`src/rtl/rotary_pkg.sv`:
```
`default_nettype none
// +--------------------------------------------------------------------+
// | rotary_pkg: status-bit indices and debounce state encoding shared    |
// | by the rotary encoder front end.                   Revision: 1.0     |
// +--------------------------------------------------------------------+
package rotary_pkg;

    localparam int RS_EVENT = 0;
    localparam int RS_DIR   = 1;
    localparam int RS_PRESS = 2;
    localparam int RS_Q1    = 3;
    localparam int RS_Q2    = 4;

    typedef enum logic [0:0] {
        DB_STABLE   = 1'b0,
        DB_COUNTING = 1'b1
    } db_state_t;

endpackage
`default_nettype wire

```
`src/rtl/rotary_filter_if.sv`:
```
`default_nettype none
// +--------------------------------------------------------------------+
// | rotary_filter_if: encoder lines, ack and status bus of the rotary    |
// | front end. rot_count exists only with ROTARY_COUNT_EN. Rev: 1.0      |
// +--------------------------------------------------------------------+
interface rotary_filter_if
`ifdef ROTARY_COUNT_EN
#(
    parameter int CNT_W = 16
)
`endif
;
    logic       rotary_a;
    logic       rotary_b;
    logic       rotary_press;
    logic       event_ack;
    logic [7:0] rot_status;
    logic       rot_event_pulse;
`ifdef ROTARY_COUNT_EN
    logic [CNT_W-1:0] rot_count;
`endif

    modport master (
        output rotary_a, rotary_b, rotary_press, event_ack,
        input  rot_status, rot_event_pulse
`ifdef ROTARY_COUNT_EN
        , input rot_count
`endif
    );

    modport slave (
        input  rotary_a, rotary_b, rotary_press, event_ack,
        output rot_status, rot_event_pulse
`ifdef ROTARY_COUNT_EN
        , output rot_count
`endif
    );

endinterface
`default_nettype wire

```
`src/rtl/rotary_filter_debounce.sv`:
```
`default_nettype none
// +--------------------------------------------------------------------+
// | debounce_sync: 2-flop synchroniser followed by a STABLE/COUNTING     |
// | debounce FSM with a DB_CYCLES stability window.    Revision: 1.0     |
// +--------------------------------------------------------------------+
module debounce_sync
    import rotary_pkg::*;
#(
    parameter int DB_CYCLES = 50000
) (
    input  wire logic clk,
    input  wire logic reset,
    input  wire logic i_din,
    output logic      o_db
);

    // Output flips once the input has differed for DB_CYCLES consecutive samples.
    localparam logic [15:0] c_LAST = 16'(DB_CYCLES - 2);

    logic        r_s1;
    logic        r_s2;
    logic        r_db;
    logic [15:0] r_cnt;
    db_state_t   r_state;
    db_state_t   w_next;
    logic        w_diff;
    logic        w_done;
    logic        w_cnt_inc;
    logic        w_db_load;

    assign w_diff = r_s2 ^ r_db;
    assign w_done = (r_cnt == c_LAST);

    always_ff @(posedge clk or negedge reset) begin
        if (!reset) begin
            r_state <= DB_STABLE;
        end else begin
            r_state <= w_next;
        end
    end

    always_comb begin
        w_next = r_state;
        case (r_state)
            DB_STABLE:   if (w_diff) w_next = DB_COUNTING;
            DB_COUNTING: if (!w_diff || w_done) w_next = DB_STABLE;
            default:     w_next = DB_STABLE;
        endcase
    end

    always_comb begin
        w_cnt_inc = 1'b0;
        w_db_load = 1'b0;
        if (r_state == DB_COUNTING && w_diff) begin
            w_cnt_inc = !w_done;
            w_db_load = w_done;
        end
    end

    always_ff @(posedge clk or negedge reset) begin
        if (!reset) begin
            r_s1  <= 1'b0;
            r_s2  <= 1'b0;
            r_cnt <= '0;
            r_db  <= 1'b0;
        end else begin
            r_s1  <= i_din;
            r_s2  <= r_s1;
            r_cnt <= w_cnt_inc ? r_cnt + 16'd1 : 16'd0;
            if (w_db_load) r_db <= r_s2;
        end
    end

    assign o_db = r_db;

endmodule
`default_nettype wire

```
`src/rtl/rotary_filter.sv`:
```
`default_nettype none
// +--------------------------------------------------------------------+
// | rotary_filter: quadrature decode, press debounce and sticky event    |
// | status byte. Option macro: ROTARY_COUNT_EN (detent counter). Rev 1.0 |
// +--------------------------------------------------------------------+
module rotary_filter
    import rotary_pkg::*;
#(
    parameter int DB_CYCLES = 50000
`ifdef ROTARY_COUNT_EN
    , parameter int CNT_W = 16
`endif
) (
    input  wire logic       clk,
    input  wire logic       reset,
    rotary_filter_if.slave  bus
);

    logic       r_a_s1;
    logic       r_a_s2;
    logic       r_b_s1;
    logic       r_b_s2;
    logic       r_q1;
    logic       r_q2;
    logic       r_q1_d;
    logic       r_q2_d;
    logic       r_pulse;
    logic       r_dir;
    logic       r_event;
    logic       w_detent;
    logic       w_press_db;
    logic [7:0] w_status;

    debounce_sync #(
        .DB_CYCLES (DB_CYCLES)
    ) u_press_db (
        .clk   (clk),
        .reset (reset),
        .i_din (bus.rotary_press),
        .o_db  (w_press_db)
    );

    assign w_detent = r_q1 & ~r_q1_d;

    always_ff @(posedge clk or negedge reset) begin
        if (!reset) begin
            r_a_s1  <= 1'b0;
            r_a_s2  <= 1'b0;
            r_b_s1  <= 1'b0;
            r_b_s2  <= 1'b0;
            r_q1    <= 1'b0;
            r_q2    <= 1'b0;
            r_q1_d  <= 1'b0;
            r_q2_d  <= 1'b0;
            r_pulse <= 1'b0;
            r_dir   <= 1'b0;
            r_event <= 1'b0;
        end else begin
            r_a_s1  <= bus.rotary_a;
            r_a_s2  <= r_a_s1;
            r_b_s1  <= bus.rotary_b;
            r_b_s2  <= r_b_s1;
            // q1 follows A when A==B, q2 follows B when A!=B
            if (r_a_s2 == r_b_s2) r_q1 <= r_a_s2;
            else                  r_q2 <= r_b_s2;
            r_q1_d  <= r_q1;
            r_q2_d  <= r_q2;
            r_pulse <= w_detent;
            if (w_detent) r_dir <= ~r_q2_d;
            // A pulse coinciding with an ack must not be lost
            r_event <= r_pulse | (r_event & ~bus.event_ack);
        end
    end

`ifdef ROTARY_COUNT_EN
    logic [CNT_W-1:0] r_count;

    always_ff @(posedge clk or negedge reset) begin
        if (!reset) begin
            r_count <= '0;
        end else if (w_detent) begin
            r_count <= r_q2_d ? r_count - CNT_W'(1) : r_count + CNT_W'(1);
        end
    end

    assign bus.rot_count = r_count;
`endif

    always_comb begin
        w_status           = 8'h00;
        w_status[RS_EVENT] = r_event;
        w_status[RS_DIR]   = r_dir;
        w_status[RS_PRESS] = w_press_db;
        w_status[RS_Q1]    = r_q1;
        w_status[RS_Q2]    = r_q2;
    end

    assign bus.rot_status      = w_status;
    assign bus.rot_event_pulse = r_pulse;

endmodule
`default_nettype wire
```
`src/flat_wrapper.sv`:
```
// flat-port wrapper written by rule: the top's interface ports become plain ports
module rotary_filter_flat import rotary_pkg::*;
#(
    parameter int DB_CYCLES = 50000

)
  (clk, reset, bus_rotary_a, bus_rotary_b, bus_rotary_press, bus_event_ack, bus_rot_status, bus_rot_event_pulse);
  rotary_filter_if bus_i ();
  input  wire logic clk;
  input  wire logic reset;
  input wire logic [$bits(bus_i.rotary_a)-1:0] bus_rotary_a;
  input wire logic [$bits(bus_i.rotary_b)-1:0] bus_rotary_b;
  input wire logic [$bits(bus_i.rotary_press)-1:0] bus_rotary_press;
  input wire logic [$bits(bus_i.event_ack)-1:0] bus_event_ack;
  output wire logic [$bits(bus_i.rot_status)-1:0] bus_rot_status;
  output wire logic [$bits(bus_i.rot_event_pulse)-1:0] bus_rot_event_pulse;
  assign bus_i.rotary_a = bus_rotary_a;
  assign bus_i.rotary_b = bus_rotary_b;
  assign bus_i.rotary_press = bus_rotary_press;
  assign bus_i.event_ack = bus_event_ack;
  assign bus_rot_status = bus_i.rot_status;
  assign bus_rot_event_pulse = bus_i.rot_event_pulse;
  rotary_filter #(.DB_CYCLES(DB_CYCLES)) u_core (.clk(clk), .reset(reset), .bus(bus_i));
endmodule
```
`config.mk`:
```
export PLATFORM = sky130hd
export DESIGN_NAME = rotary_filter_flat
export DESIGN_NICKNAME = d
export VERILOG_FILES = /design/src/rtl/rotary_pkg.sv /design/src/rtl/rotary_filter_if.sv /design/src/rtl/rotary_filter_debounce.sv /design/src/rtl/rotary_filter.sv /design/src/flat_wrapper.sv
export SDC_FILE = /design/constraint.sdc
export NUM_CORES = 1
export LEC_CHECK = 0
export BUFFER_PORTS_ARGS = -buffer_cell sky130_fd_sc_hd__buf_4
export CORE_MARGIN = 2
export CORE_UTILIZATION = 56
export DETAILED_ROUTE_END_ITERATION = 8
export PLACE_DENSITY = 0.79
export SLEW_MARGIN = 25
export SYNTH_ARGS = -nofsm -noshare
export SYNTH_HDL_FRONTEND = slang
export SYNTH_SLANG_ARGS = --single-unit
```
`constraint.sdc`:
```
create_clock -name clk -period 2.3 [get_ports clk]
set_clock_uncertainty 0.15 [all_clocks]
set_input_delay 0.46 -clock clk [delete_from_list [all_inputs] [get_ports clk]]
set_output_delay 0.46 -clock clk [all_outputs]
set_load 0.01 [all_outputs]
```
==> Yosys cells after proc, flatten, opt, wreduce, memory -nomap -nowiden <==
Cells that the tools add are included.
{ "word_totals": {"reg_bits": 31, "latchBits": 0, "mem_bits_rw": 0, "romBits": 0, "inputBits": 6, "output_inout_bits": 9, "wordCells": 37, "memories": 0} }
{ "op_classes": {"add_sub_neg": 1, "multipliers": 0, "n_div": 0, "n_lt_le_gt_ge": 0, "eq_ne": 2, "shift": 0, "mux": 6, "n_bitwise": 8, "reduce_logical": 4} }
{ "ops": {"columns": ["op", "count"], "rows": [
  ["adder 16 x 1 -> 16 bit, second input constant", 1],
  ["== test 16 bit, second input constant", 1],
  ["2-to-1 mux 16 bit", 1],
  ["2-to-1 mux 1 bit", 4],
  ["inverter 1 bit", 4],
  ["AND 1 bit", 2],
  ["logical NOT 1 bit", 2],
  ["one-hot mux 1 bit (2 select lines)", 1],
  ["== test 1 bit", 1],
  ["logical AND 1 bit", 1],
  ["logical OR 1 bit", 1],
  ["bitwise OR 1 bit", 1],
  ["bitwise XOR 1 bit", 1]
]} }

==> Logic depth before layout (Yosys ltp) <==
Gate-level depths: netlist (run 1).
{ "depth": {"ltp_word": 5, "depth_mapped": 7, "ltp_nobuf": 6} }

==> Modules after synthesis <==
Synthesis (run 1) repeated with hierarchy kept, for this count alone.
{ "hier_totals": {"hier_cells": 118, "area_unflattened_um2": 1385.1} }
{ "modules_own_cells": {"columns": ["mod", "n_inst", "cells_per_inst", "area_per_inst_um2", "seq_area_each_um2"], "rows": [
  ["debounce_sync", 1, 90, 982.2, 500.5],
  ["rotary_filter", 1, 28, 402.9, 275.3]
]} }

==> Least setup slack after synthesis (run 1) <==
OpenSTA, ideal clock, no wires.
{ "synth_path": {"kind": "reg2reg", "startpoint": "register u_core.u_press_db.r_cnt[11]", "endpoint": "register u_core.u_press_db.r_db, in the netlist u_core.u_press_db.o_db", "setup_ps": 125, "arrival_ps": 1528, "t_required_ps": 2025, "path_slack_ps": 497, "path_stages_with_launch": 5, "n_path_buf": 0, "synth_period_minus_slack_ps": 1803, "path_cell_list": "dfrtp_1 > or4_1 > nor4_2 > nand2_1 > mux2_4"} }
{ "synth_between": {"elab_chain_cells": 2} }
{ "synth_rtl": {"columns": ["element", "line", "rtl"], "rows": [
  ["start: declaration", "rotary_filter_debounce.sv:23", "logic [15:0] r_cnt;"],
  ["start signal: assignment", "rotary_filter_debounce.sv:69", "r_cnt <= w_cnt_inc ? r_cnt + 16'd1 : 16'd0;"],
  ["== test 16 bit", "rotary_filter_debounce.sv:32", "assign w_done = (r_cnt == c_LAST);"],
  ["2-to-1 mux 1 bit", "rotary_filter_debounce.sv:54", "if (r_state == DB_COUNTING && w_diff) begin"],
  ["end signal: assignment", "rotary_filter_debounce.sv:70", "if (w_db_load) r_db <= r_s2;"],
  ["end: declaration", "rotary_filter_debounce.sv:22", "logic r_db;"]
]} }
Every way passes these cells.
A chain may end at the register's enable or synchronous reset.

==> Worst setup path in the final report (run 1) <==
{ "layout_path": {"startpoint": "register u_core.u_press_db.r_cnt[10]", "endpoint": "register u_core.u_press_db.r_cnt[3]"} }
{ "layout_between": {"elab_chain_cells": 4} }
{ "layout_rtl": {"columns": ["element", "line", "rtl"], "rows": [
  ["== test 16 bit", "rotary_filter_debounce.sv:32", null],
  ["logical NOT 1 bit", "rotary_filter_debounce.sv:55", "w_cnt_inc = !w_done;"],
  ["2-to-1 mux 1 bit", "rotary_filter_debounce.sv:54", null],
  ["2-to-1 mux 16 bit", "rotary_filter_debounce.sv:69", null]
]} }
Every way passes these cells.

==> reports/summary.md, run 1 <==
* placer's final routability congestion estimate: 0.8166
* All-Layer GR Usage: 0.2001
* register with the most flip-flops: u_core.u_press_db.r_cnt
* number of buffers on the longest clock path: 2
* number of nets still failing antenna checks after routing: 0
* Max Clk Rate: 507.5 MHz
* sum of routed wire length over all layers: 2090 µm
* final count of pins violating max slew: 0
* Mean Syn Cell Area: 11.35 µm²
* Cells after Synth: 117
* maximum capacitance violations: 0
* setup violation total in the final timing report: 0
* vias in the first global route: 837
* aggregate negative setup slack: 0 ns
* initial DRC count: 26
* prevailing post-synth register cell: sky130_fd_sc_hd__dfrtp_1
* critical path capture point type: register
* number of rows created at floorplan: 17
* Post-Synthesis Cell Area: 1328 µm²
* antenna violations before repair: 0
* placed wire-length estimate after detailed placement: 1385 µm
* post-route standard cell area excluding fillers: 1448 µm²
* CTS H-tree lvls: 2
* share of layout cells above drive strength 1: 0.1628
* category of the worst setup path launch point: register
* chip height: 52.69 µm
* share of the clock period used by the worst path after layout: 0.8568
* Final nets: 137
* most common cell after layout, fill and taps aside: sky130_fd_sc_hd__dfrtp_1
* count of inserted antenna diode cells: 0
* worst min-delay path startpoint: bus_rotary_press
* number of clock sinks: 31
* ys async rst share: 1.000
* #FFs+latches synth: 31
* clock network latency to the later pin of the worst-skew pair: 0.33 ns
* width of the die: 52.69 µm
* overall power: 0.9654 mW
* part of the Yosys area used for sequential elements: 0.5844
* Max IR drop VDD: 0.6337 mV
* first-pass GRT wire length: 3746 µm
* Die Outline Area: 2776 µm²
* number of primary I/O pins: 15
* initial cell density of the core: 0.5944
* iteration count of the initial detailed-routing pass: 6
* cell area reported after detailed placement: 1381 µm²
* Remaining Overflow, GRT: 0
* Routed wire per std cell: 13.31 µm
* flip-flop count of the largest register after layout: 16
* arrival time worst endpoint: 2.02 ns
* cts bufs inserted: 5
* Final Hold Viols: 0
* result of the run: finished, final reports clean
* maximum number of pins on one net before global-route repair: 32
* unrepaired setup endpoints after global routing: false
* clock input transition at the sequential cells of the worst setup and hold paths: 0.09 ns
* drc violations: 0
* post-CTS repair timing setup buffer count: 0
* EDFF count, synth: 0
* minimum period implied by the final worst setup slack: 1.971 ns
* Crit Path Class: register to register
* CP Launch Point: u_core.u_press_db.r_cnt[10]$_DFF_PN0_
* clock tree root driver cell: sky130_fd_sc_hd__clkbuf_4
* TritonCTS clock tree: yes
* Post-CTS Resized: 0
* via count normalized by instance count: 5.338
* worst hold path class: input pin to register
* number of distinct standard cells referenced by the synthesized netlist: 25
* total power density per cell area: 666.9 nW/µm²
* leading cell types in the layout, fill and taps excluded: sky130_fd_sc_hd__dfrtp_1, sky130_fd_sc_hd__nor2_1, sky130_fd_sc_hd__xnor2_1, sky130_fd_sc_hd__buf_4, sky130_fd_sc_hd__inv_1
* required time of the critical path: 2.35 ns
* count of warnings emitted by yosys: 0
* Synth-to-Final Area Change: 9.048%
* beginning of the worst register-to-register path: u_core.u_press_db.r_cnt[10]$_DFF_PN0_
* leakage dissipation: 0.6269 nW
* Core Area: 2233 µm²
* worst-path maximum fanout: 16
* buffers added on ports: 11
* detailed-route via count: 838
-- where the power goes --
group          internal, mW  switching [mW]  leakage [nW]  total, mW
sequential            0.569          0.0139         0.402      0.583
clock                 0.141           0.173        0.0341      0.314
combinational        0.0326          0.0362         0.191     0.0688
total                 0.743           0.223         0.627      0.965
-- per-stage QoR --
step	setup slack (ns)	utilization	instances	hold WS (ns)
after floorplan	0.4972	-	119	0.01441
after global placement	0.4242	0.6185	149	0.1848
after detailed placement	0.3360	0.6185	149	0.1950
after CTS	0.3210	0.6482	157	0.06932
after global routing	0.1386	0.6482	157	0.05460
final	0.3294	0.6482	157	0.08615
-- critical path: stages (launching register included) --
cell and delay, ns:
sky130_fd_sc_hd__dfrtp_1 0.44, sky130_fd_sc_hd__or4_1 0.53, sky130_fd_sc_hd__nor4_2 0.26, sky130_fd_sc_hd__nand3b_2 0.37, sky130_fd_sc_hd__nor2_1 0.09
-- final timing paths --
kind / to / slack, ns / cells after the start
worst max-delay path: u_core.u_press_db.r_cnt[3]$_DFF_PN0_ / 0.33 / 4
worst min-delay path: u_core.u_press_db.r_s1$_DFF_PN0_ / 0.09 / 1
worst max register to register: u_core.u_press_db.r_cnt[3]$_DFF_PN0_ / 0.33 / 4
worst min register to register: u_core.r_a_s2$_DFF_PN0_ / 0.21 / 0
max in group asynchronous: u_core.r_b_s2$_DFF_PN0_ / 1.28 / 2
min in group asynchronous: u_core.u_press_db.r_state$_DFF_PN0_ / 0.43 / 2
-- layer usage --
layer | vias up | track usage | wire length [µm]
met3 | 7 | 0.09429 | 123
met2 | 24 | 0.2958 | 984
met4 | 0 | 0.08974 | 49
li1 | 399 | - | -
met1 | 408 | 0.2481 | 932
met5 | - | 0 | 0
-- kinds of logic after synthesis --
logic type / Yosys count / share of synthesized area
adder cells (fa/ha/maj): 4 / 0.03393
buffers and inverters: 16 / 0.07352
multiplexers: 2 / 0.01885
other: 1 / 0.002825
XOR/XNOR: 15 / 0.09897
AND/OR/NAND/NOR: 47 / 0.1819
flip-flops: 31 / 0.5844
AO/OA/AOI/OAI: 1 / 0.005657
-- final cells by class --
cell class	instances	area (µm²)
Clock buffer	6	51.30
Clock inverter	1	5.005
Fill cell	188	785.8
Inverter	7	26.28
Multi-Input combinational cell	72	461.7
Sequential cell	31	775.7
Tap cell	28	35.03
Timing Repair Buffer	12	92.59
-- repair_timing --
action	4_1_cts	5_1_grt
hold buffers	1	0
endpoints found under the setup margin	0	0
hold endpoints to repair	31	0
-- synth_stat cells (all sizes together) (2+ instances only) --
cell type | instances | area share
buf | 9 | 0.054
dfrtp | 31 | 0.58
ha | 2 | 0.019
inv | 7 | 0.020
maj3 | 2 | 0.015
nand2 | 4 | 0.011
nand3 | 6 | 0.023
nand4 | 3 | 0.014
nor2 | 20 | 0.057
nor3 | 4 | 0.015
nor4 | 4 | 0.024
xnor2 | 13 | 0.086
xor2 | 2 | 0.013
No activity file was read; power rests on OpenSTA's default activity.
==> inputs of run 2 (changes only) <==
CORE_UTILIZATION = 50   (was 56)
PLACE_DENSITY = 0.81   (was 0.79)
clock period = 1.76 ns   (was 2.3 ns; I/O delays follow)
==> run 2 against run 1 <==
Net effect: the run now ends with setup timing left; sequential cell count stayed put; via count grew 3.6%; design area up 12%; non-clock buffer count grew 15; critical endpoint is now u_core.u_press_db.o_db$_DFFE_PN0P_; die area up 11%; clock-buffer cell count stayed put; register-to-register slack got worse by 0.43 ns; first-iteration DRC count is 35% lower.
==> reports/summary.md, run 2 (same netlist as run 1, synthesis figures left out) <==
* stages on the worst setup path: 4, unchanged
* final count of pins violating max slew: 0, unchanged
* number of cells after detailed placement: 161, +8.1%
* critical path capture point type: register
* CP max stage delay: 0.55 ns, +0.02 ns
* unrepaired setup endpoints after global routing: true
* vias in the first global route: 908, +8.5%
* non-filler instance count after layout: 175, +11%
* cell family with the largest share of critical-path delay: simple AND/OR/NAND/NOR gates
* number of primary I/O pins: 15, unchanged
* Max IR drop VDD: 0.8410 mV, +33%
* maximum number of pins on one net before global-route repair: 32, unchanged
* result of the run: finished with violations
* worst-path maximum fanout: 2, -14
* chip height: 55.53 µm, +5.4%
* buffers added on ports: 11, unchanged
* count of buffering cells on the critical path with inverters included: 0, unchanged
* Final Hold Viols: 0, unchanged
* number of clock sinks: 31, unchanged
* Remaining Overflow, GRT: 0, unchanged
* number of buffers on the longest clock path: 2, unchanged
* Die Outline Area: 3083 µm², +11%
* aggregate negative setup slack: -0.9284 ns, -0.9284 ns
* share of the clock period used by the worst path after layout: 1.057, +0.2007
* Final nets: 152, +11%
* number of cells on the worst hold path: 3, +2
* via count normalized by instance count: 4.960, -7.1%
* TritonCTS clock tree: yes
* most common cell after layout, fill and taps aside: sky130_fd_sc_hd__dfrtp_1
* required time of the critical path: 1.84 ns, -0.51 ns
* first-pass GRT wire length: 3919 µm, +4.6%
* antenna violations before repair: 0, unchanged
* sum of routed wire length over all layers: 2047 µm, -2.1%
* share of layout cells above drive strength 1: 0.2414, +0.07859
* leading cell types in the layout, fill and taps excluded: sky130_fd_sc_hd__dfrtp_1, sky130_fd_sc_hd__buf_4, sky130_fd_sc_hd__nor2_1, sky130_fd_sc_hd__xnor2_1, sky130_fd_sc_hd__inv_1
* fin worst setup slack: -0.1011 ns, -0.4305 ns
* width of the die: 55.53 µm, +5.4%
* minimum period implied by the final worst setup slack: 1.861 ns, -0.1095 ns
* iteration count of the initial detailed-routing pass: 4, -2
* failing checks: setup timing
* cts bufs inserted: 5, unchanged
* initial cell density of the core: 0.5310, -0.06337
* final core utilization: 0.6502, +0.001971
* register with the most flip-flops: u_core.u_press_db.r_cnt
* Crit Path Class: register to register
* clock network latency to the later pin of the worst-skew pair: 0.33 ns, about the same
* total power density per cell area: 878.7 nW/µm², +32%
* series of cell instances along the critical path: or4_4, nor4_4, nand2_1, mux2_4
* placer's final routability congestion estimate: 0.8093, -0.89%
* Routed wire per std cell: 11.70 µm, -12%
* Core Area: 2500 µm², +12%
* maximum capacitance violations: 0, unchanged
* leakage dissipation: 0.7209 nW, +15%
* number of rows created at floorplan: 18, +1
* setup violation total in the final timing report: 17, +17
* category of the worst setup path launch point: register
* All-Layer GR Usage: 0.1719, -0.02822
* Max Clk Rate: 537.3 MHz, +5.9%
* detailed-route via count: 868, +3.6%
* clock input transition at the sequential cells of the worst setup and hold paths: 0.09 ns, about the same
* count of inserted antenna diode cells: 0, unchanged
* initial DRC count: 17, -35%
* worst hold path class: input pin to register
* clock tree root driver cell: sky130_fd_sc_hd__clkbuf_4
* arrival time worst endpoint: 1.94 ns, -0.08 ns
* master of the slowest instance on the critical path: sky130_fd_sc_hd__or4_4
* Synth-to-Final Area Change: 22.43%
* number of nets still failing antenna checks after routing: 0, unchanged
* placed wire-length estimate after detailed placement: 1443 µm, +4.2%
* Reg2Reg Depth: 4, unchanged
* drc violations: 0, unchanged
* CTS H-tree lvls: 2, unchanged
* flip-flop count of the largest register after layout: 16, unchanged
* reg2reg setup slack: -0.10 ns, -0.43 ns
-- run 2: cell count changes in the layout (fill, tap and decap cells not counted), sizes merged --
cell	previous run	this run
bufinv	0	1
buf	11	23
dlygate4sd3	1	4
-- run 2: area by class of cell --
cell class / instances / area (µm²)
Multi-Input combinational cell: 72 / 474.2
Fill cell: 190 / 874.6
Timing Repair Buffer: 27 / 225.2
Clock buffer: 6 / 51.30
Sequential cell: 31 / 775.7
Tap cell: 30 / 37.54
Clock inverter: 2 / 35.03
Inverter: 7 / 26.28
-- run 2: per-layer routing --
metal  global-route usage  share of wire
met1               0.1941           0.44
met2               0.2602           0.47
met3              0.05386          0.044
met4               0.1498          0.043
met5                    0              0
-- run 2: metrics by stage --
stage / area (µm²) / setup WS [ns] / power (mW) / hold slack, ns
finish: 1625 / -0.1011 / 1.428 / 0.1439
global placement: 1471 / -0.01219 / 0.8664 / 0.1467
CTS: 1625 / -0.1075 / 1.455 / 0.1206
detailed placement: 1471 / -0.1117 / 0.8710 / 0.1506
floorplan: 1335 / -0.03529 / 0.8371 / -0.09359
global route: 1625 / -0.1497 / 1.504 / 0.1538
-- run 2: final timing paths --
| kind | from | endpoint |
|---|---|---|
| max | u_core.u_press_db.r_cnt[11]$_DFF_PN0_ | u_core.u_press_db.o_db$_DFFE_PN0P_ |
| min in group asynchronous | reset | u_core.r_a_s1$_DFF_PN0_ |
| max reg2reg | u_core.u_press_db.r_cnt[11]$_DFF_PN0_ | u_core.u_press_db.o_db$_DFFE_PN0P_ |
| min reg2reg | u_core.u_press_db.r_s1$_DFF_PN0_ | u_core.u_press_db.r_s2$_DFF_PN0_ |
| max in group asynchronous | reset | u_core.u_press_db.r_cnt[7]$_DFF_PN0_ |
| min | bus_event_ack | u_core.r_event$_DFF_PN0_ |
-- run 2: worst reg2reg max path, delay by kind of cell (launching register included) --
| kind | cells | cell delay (ns) |
|---|---|---|
| and+or+nand+nor | 3 | 0.92 |
| DFF | 1 | 0.39 |
| muxes | 1 | 0.30 |
-- run 2: power by group --
group          internal (mW)  total, mW  switching, mW  leakage, nW
clock network          0.335      0.568          0.233       0.0482
logic                 0.0514     0.0991         0.0478        0.271
registers              0.743      0.761         0.0175        0.402
total                   1.13       1.43          0.298        0.721
-- run 2: what timing repair did --
action,in CTS,in global routing
endpoints found under the setup margin,17,18
buffers inserted,2,0
pin swaps,2,1
hold endpoints to repair,34,0
gates resized for setup,2,0
hold buffers,4,0
